**src/rtl/mem_data_reg_pkg.sv**
```systemverilog
// mem_data_reg_pkg: shared widths, FSM encoding and access-type constants for the MDR sequencer
package mem_data_reg_pkg;
  localparam int DEF_DATA_W = 16;
  localparam int DEF_ADDR_W = 16;
  typedef enum logic [1:0] {IDLE = 2'd0, ACCESS = 2'd1, DONE = 2'd2} state_t;
  localparam logic RD = 1'b0;
  localparam logic WR = 1'b1;
endpackage

```
**src/rtl/mdr_watchdog.sv**
```systemverilog
// mdr_watchdog: counts enabled cycles since clear and flags the last allowed cycle
module mdr_watchdog #(
  parameter int LIMIT = 15
) (
  input  logic clk,
  input  logic rst,
  input  logic clr,
  input  logic en,
  output logic expired
);
  localparam int CW = $clog2(LIMIT) + 1;
  logic [CW-1:0] cnt;
  assign expired = en && cnt == CW'(LIMIT - 1);
  // cycle counter, restarted by each accepted command
  always_ff @(posedge clk or posedge rst) begin
    if (rst) cnt <= '0;
    else if (clr) cnt <= '0;
    else if (en) cnt <= cnt + 1'b1;
  end
endmodule

```
**src/rtl/mem_data_reg.sv**
```systemverilog
// mem_data_reg: memory data register with req/ack read/write sequencer; MDR_TIMEOUT_EN adds an ack timeout
module mem_data_reg
  import mem_data_reg_pkg::*;
#(
  parameter int DATA_W = DEF_DATA_W,
  parameter int ADDR_W = DEF_ADDR_W,
  parameter int TIMEOUT_CYCLES = 15
) (
  input  logic              CLK,
  input  logic              Reset,
  input  logic              rd_start,
  input  logic              wr_start,
  input  logic [ADDR_W-1:0] addr,
  input  logic [DATA_W-1:0] wr_data,
  output logic              mem_req,
  output logic              mem_we,
  output logic [ADDR_W-1:0] mem_addr,
  output logic [DATA_W-1:0] mem_wdata,
  input  logic [DATA_W-1:0] mem_rdata,
  input  logic              mem_ack,
  output logic [DATA_W-1:0] mdr_out,
  output logic              busy,
  output logic              done,
  output logic              err
);
  state_t state, state_nx;
  logic accept, timeout;
  assign accept = state == IDLE && (rd_start || wr_start);
  assign mem_req = state == ACCESS;
  assign busy = state != IDLE;
  assign done = state == DONE;
`ifdef MDR_TIMEOUT_EN
  mdr_watchdog #(.LIMIT(TIMEOUT_CYCLES)) u_wd (
    .clk(CLK),
    .rst(Reset),
    .clr(accept),
    .en(state == ACCESS && !mem_ack),
    .expired(timeout)
  );
  // sticky timeout flag, cleared when the next command is accepted
  always_ff @(posedge CLK or posedge Reset) begin
    if (Reset) err <= 1'b0;
    else if (accept) err <= 1'b0;
    else if (timeout) err <= 1'b1;
  end
`else
  logic unused_cfg;
  assign unused_cfg = |TIMEOUT_CYCLES;
  assign timeout = 1'b0;
  assign err = 1'b0;
`endif
  // state register; reset drops mem_req immediately
  always_ff @(posedge CLK or posedge Reset) begin
    if (Reset) state <= IDLE;
    else state <= state_nx;
  end
  // next state: an ack (or timeout) ends the access, DONE lasts one cycle
  always_comb begin
    state_nx = IDLE;
    state_nx = state == IDLE   ? (accept ? ACCESS : IDLE) :
               state == ACCESS ? ((mem_ack || timeout) ? DONE : ACCESS) : IDLE;
  end
  // access parameters latched at accept and held until the next accept; write wins a tie
  always_ff @(posedge CLK or posedge Reset) begin
    if (Reset) begin
      mem_addr <= '0;
      mem_wdata <= '0;
      mem_we <= RD;
    end else if (accept) begin
      mem_addr <= addr;
      mem_wdata <= wr_data;
      mem_we <= wr_start ? WR : RD;
    end
  end
  // MDR loads only on a read ack inside ACCESS
  always_ff @(posedge CLK or posedge Reset) begin
    if (Reset) mdr_out <= '0;
    else if (state == ACCESS && mem_ack && mem_we == RD) mdr_out <= mem_rdata;
  end
endmodule

```
**config.mk**
```make
export PLATFORM = sky130hd
export DESIGN_NAME = mem_data_reg
export DESIGN_NICKNAME = d
export VERILOG_FILES = /design/src/rtl/mem_data_reg_pkg.sv /design/src/rtl/mdr_watchdog.sv /design/src/rtl/mem_data_reg.sv
export SDC_FILE = /design/constraint.sdc
export NUM_CORES = 1
export LEC_CHECK = 0
export CAP_MARGIN = 25
export CORE_MARGIN = 2
export CORE_UTILIZATION = 43
export CTS_BUF_LIST = sky130_fd_sc_hd__clkbuf_4 sky130_fd_sc_hd__clkbuf_8
export DETAILED_ROUTE_END_ITERATION = 10
export GPL_TIMING_DRIVEN = 0
export PLACE_DENSITY = 0.87
export SETUP_SLACK_MARGIN = 0.05
export SLEW_MARGIN = 20
export SYNTH_ARGS = -nofsm -noshare
export SYNTH_HDL_FRONTEND = slang
export SYNTH_HIERARCHICAL = 1
export SYNTH_SLANG_ARGS = --single-unit
```
**constraint.sdc**
```tcl
create_clock -name CLK -period 3.6 [get_ports CLK]
set_input_delay 0.54 -clock CLK [delete_from_list [all_inputs] [get_ports CLK]]
set_output_delay 0.54 -clock CLK [all_outputs]
set_load 0.1 [all_outputs]
```
==> out/results.tsv <==
stage	metric	value	unit
placement	routabilityCongestion	0.6758	
logic_synthesis	synth_compound_area_frac	0.01182	
clock_network	clock_sinks	51	
logic_synthesis	synthAdderAreaFrac	0	
floorplan	dieWidth	72.38	microns
min_path	min-delay-start	state[1]	
logic_synthesis	synth_top_family_by_area	multiplexers	
grt	grt_pass1_vias	1519	
timing	fin_crit	2.580	ns
setup_path	cp-end-kind	primary output	
placement	dp.cells	275	
grt	grt_pass1_wl	7.286	mm
setup_path	critPathTopFamily	buffers and inverters	
logic_synthesis	avgSynthCellArea	17.04	sq um
logic_synthesis	syn_nets	171	
logic_synthesis	synthSimpleGateAreaFrac	0.02427	
timing	fmax	0.3877	GHz
setup_path	cp-start-kind	register	
clock_network	cts_hold_buf	0	
cells_and_area	register_area	0.001276	sq mm
setup_path	path_cells	and2b_1 -> clkdlybuf4s50_1	
cells_and_area	fillers	330	
timing	hold_viol_final	0	
setup_path	cp_slowest_cell	clkdlybuf4s50_1	
logic_synthesis	synth_area	0.002011	sq mm
route	ant_nets	0	
logic_synthesis	synth-edff-count	0	
route	vias	1355	
floorplan	die_y	72.38	microns
floorplan	ios	106	
setup_path	r2r_cells	4	
min_path	hold_end	state[0]	
logic_synthesis	syn_inst	118	
cells_and_area	post-route-util	0.7297	
cells_and_area	layout.cells.non_filler	282	
timing	tightest_slew	1.000	ns
timing	setup_viol	0	
timing	fin_crit_sh	0.7166	
logic_synthesis	seq_area_frac_synth	0.6347	
floorplan	coreArea	0.004444	sq mm
clock_network	clkTransAtPathRegs	0.09	ns
clock_network	ctsHtreeMaxLevel	2	
placement	portBuffers	104	
logic_synthesis	synth_flop_cell	dfrtp_1	
logic_synthesis	synth_commonest_cells	dfrtp_1 (51), mux2_2 (38), mux2_4 (10)	
clock_network	cts_resized	0	
logic_synthesis	synth_top_area_share	0.6347	
grt	antenna_found_initial	0	
grt	grt_usage	0.1830	
logic_synthesis	ys_seq_elements	51	
min_path	hold_path_depth	1	
route	drtIter0Drc	46	
logic_synthesis	synth.area.top_cells	dfrtp_1 (63%), mux2_2 (21%), mux2_4 (7.5%), buf_6 (2.2%), buf_12 (1.0%)	
timing	fin_tns_setup	0	ns
cells_and_area	antenna_cells	0	
cells_and_area	drive_above_1_share	0.2783	
timing	relSlewSlack	0.3312	
route	wl_per_cell	15.79	microns
clock_network	clock_path_buffers	2	
setup_path	crit_type	reg -> out	
job	maxCapViolations	0	
logic_synthesis	yosys.area.top_type	dfrtp_1	
logic_synthesis	ys_warn_count	6	
cells_and_area	multi_input_area	654.4	sq um
setup_path	path_buf_inv	1	
clock_network	clock_latency	0.30	ns
setup_path	cp_max_fo	5	
floorplan	dieArea	0.005239	sq mm
cells_and_area	fin_nets	283	
setup_path	required	3.06	ns
logic_synthesis	yosysUniqueCellTypes	18	
route	drc	0	
logic_synthesis	muxShareOfSynthArea	0.2875	
setup_path	slowest_delay	1.13	ns
route	viasPerCell	4.805	
placement	dp_hpwl	3.443	mm
logic_synthesis	postSynth.asyncResetShare	1.000	
logic_synthesis	yosysMostFrequentCell	dfrtp_1	
timing	fin_ws	1.020	ns
route	first_pass_iters	4	
floorplan	start_util	0.4524	
grt	grt_max_degree	29	
clock_network	clockRootBuffer	clkbuf_8	
grt	overflow	0	
placement	post-place-ws	1.337	ns
logic_synthesis	synthXorXnorAreaFrac	0	
status	status	finished clean	
timing	fin_skew	0.006297	ns
setup_path	r2r-end	mem_wdata[10]	
route	drt_wl_total	4.454	mm
timing	rsz0062_at_grt	no	
clock_network	cts_tree	built	
timing	slew_viol_final	0	
cells_and_area	syn_to_final_growth	61.29	%
setup_path	worstPathArrival	2.04	ns
floorplan	row_count	24	
setup_path	r2r_setup_slack	1.96	ns
setup_path	rr_startpoint	state[0]	
clock_network	postCtsSetupBuffers	0	
min_path	hold_class	reg -> reg	
clock_network	cts_buffers	5	
## final cells by class
class                           count  area share
Buffer                              6     0.02238
Clock buffer                        5     0.02122
Clock inverter                      2     0.01157
Inverter                            2    0.002315
Multi-Input combinational cell     59      0.2018
Sequential cell                    51      0.3935
Tap cell                           52     0.02006
Timing Repair Buffer              105      0.3272
## worst max-delay path by stage
stage | startpoint | cells after the start | endpoint
after floorplan | state[0] | 1 | done
final | state[1] | 2 | mem_req
after global routing | state[0] | 3 | busy
after global placement | Reset | 2 | mdr_out[3]
after detailed placement | state[1] | 2 | mem_req
after CTS | state[1] | 2 | mem_req
## layout by cell type (no fill, tap or decap)
master / n
nor2b_1: 1
clkbuf_8: 5
mux2_4: 10
nor2b_4: 1
buf_12: 2
conb_1: 1
inv_2: 1
clkinvlp_4: 1
and2b_1: 1
inv_1: 1
o21a_1: 1
buf_4: 1
buf_6: 4
nand2_1: 1
nor3_1: 1
a211oi_1: 1
bufinv_16: 1
mux2_2: 38
and3b_1: 1
clkdlybuf4s50_1: 104
dfrtp_1: 51
nor2_1: 1
a22o_1: 1
## cell families (layout without fill, tap and decap cells)
logic type             after synthesis  count (layout)
AOI/OAI and AO/OA                    3               3
buffers and inverters                8             120
DFF                                 51              51
muxes                               48              48
other                                1               1
and+or+nand+nor                      7               7
## sequential cells by signal, indices dropped and copies added (netlist names)
register / flops
state: 2
mem_addr: 16
mem_we: 1
mem_wdata: 16
mdr_out: 16
## metrics by stage
| stage | cell area [sq um] | hold slack [ns] |
|---|---|---|
| after CTS | 3243 | 0.5034 |
| after global placement | 3117 | 0.4746 |
| after floorplan | 2011 | 0.4484 |
| after detailed placement | 3137 | 0.4945 |
| final | 3243 | 0.5011 |
| after global routing | 3243 | 0.5249 |
## layer usage
| layer | vias up | global-route usage | wire length, microns |
|---|---|---|---|
| li1 | 628 | - | - |
| met1 | 665 | 0.2181 | 1722 |
| met2 | 60 | 0.2895 | 2225 |
| met3 | 2 | 0.1000 | 482 |
| met4 | 0 | 0.04938 | 23 |
| met5 | - | 0 | 0 |
Power is left out: the tool's default activity adds up to more than one toggle a clock period on the data nets, which glitch-free logic cannot reach.
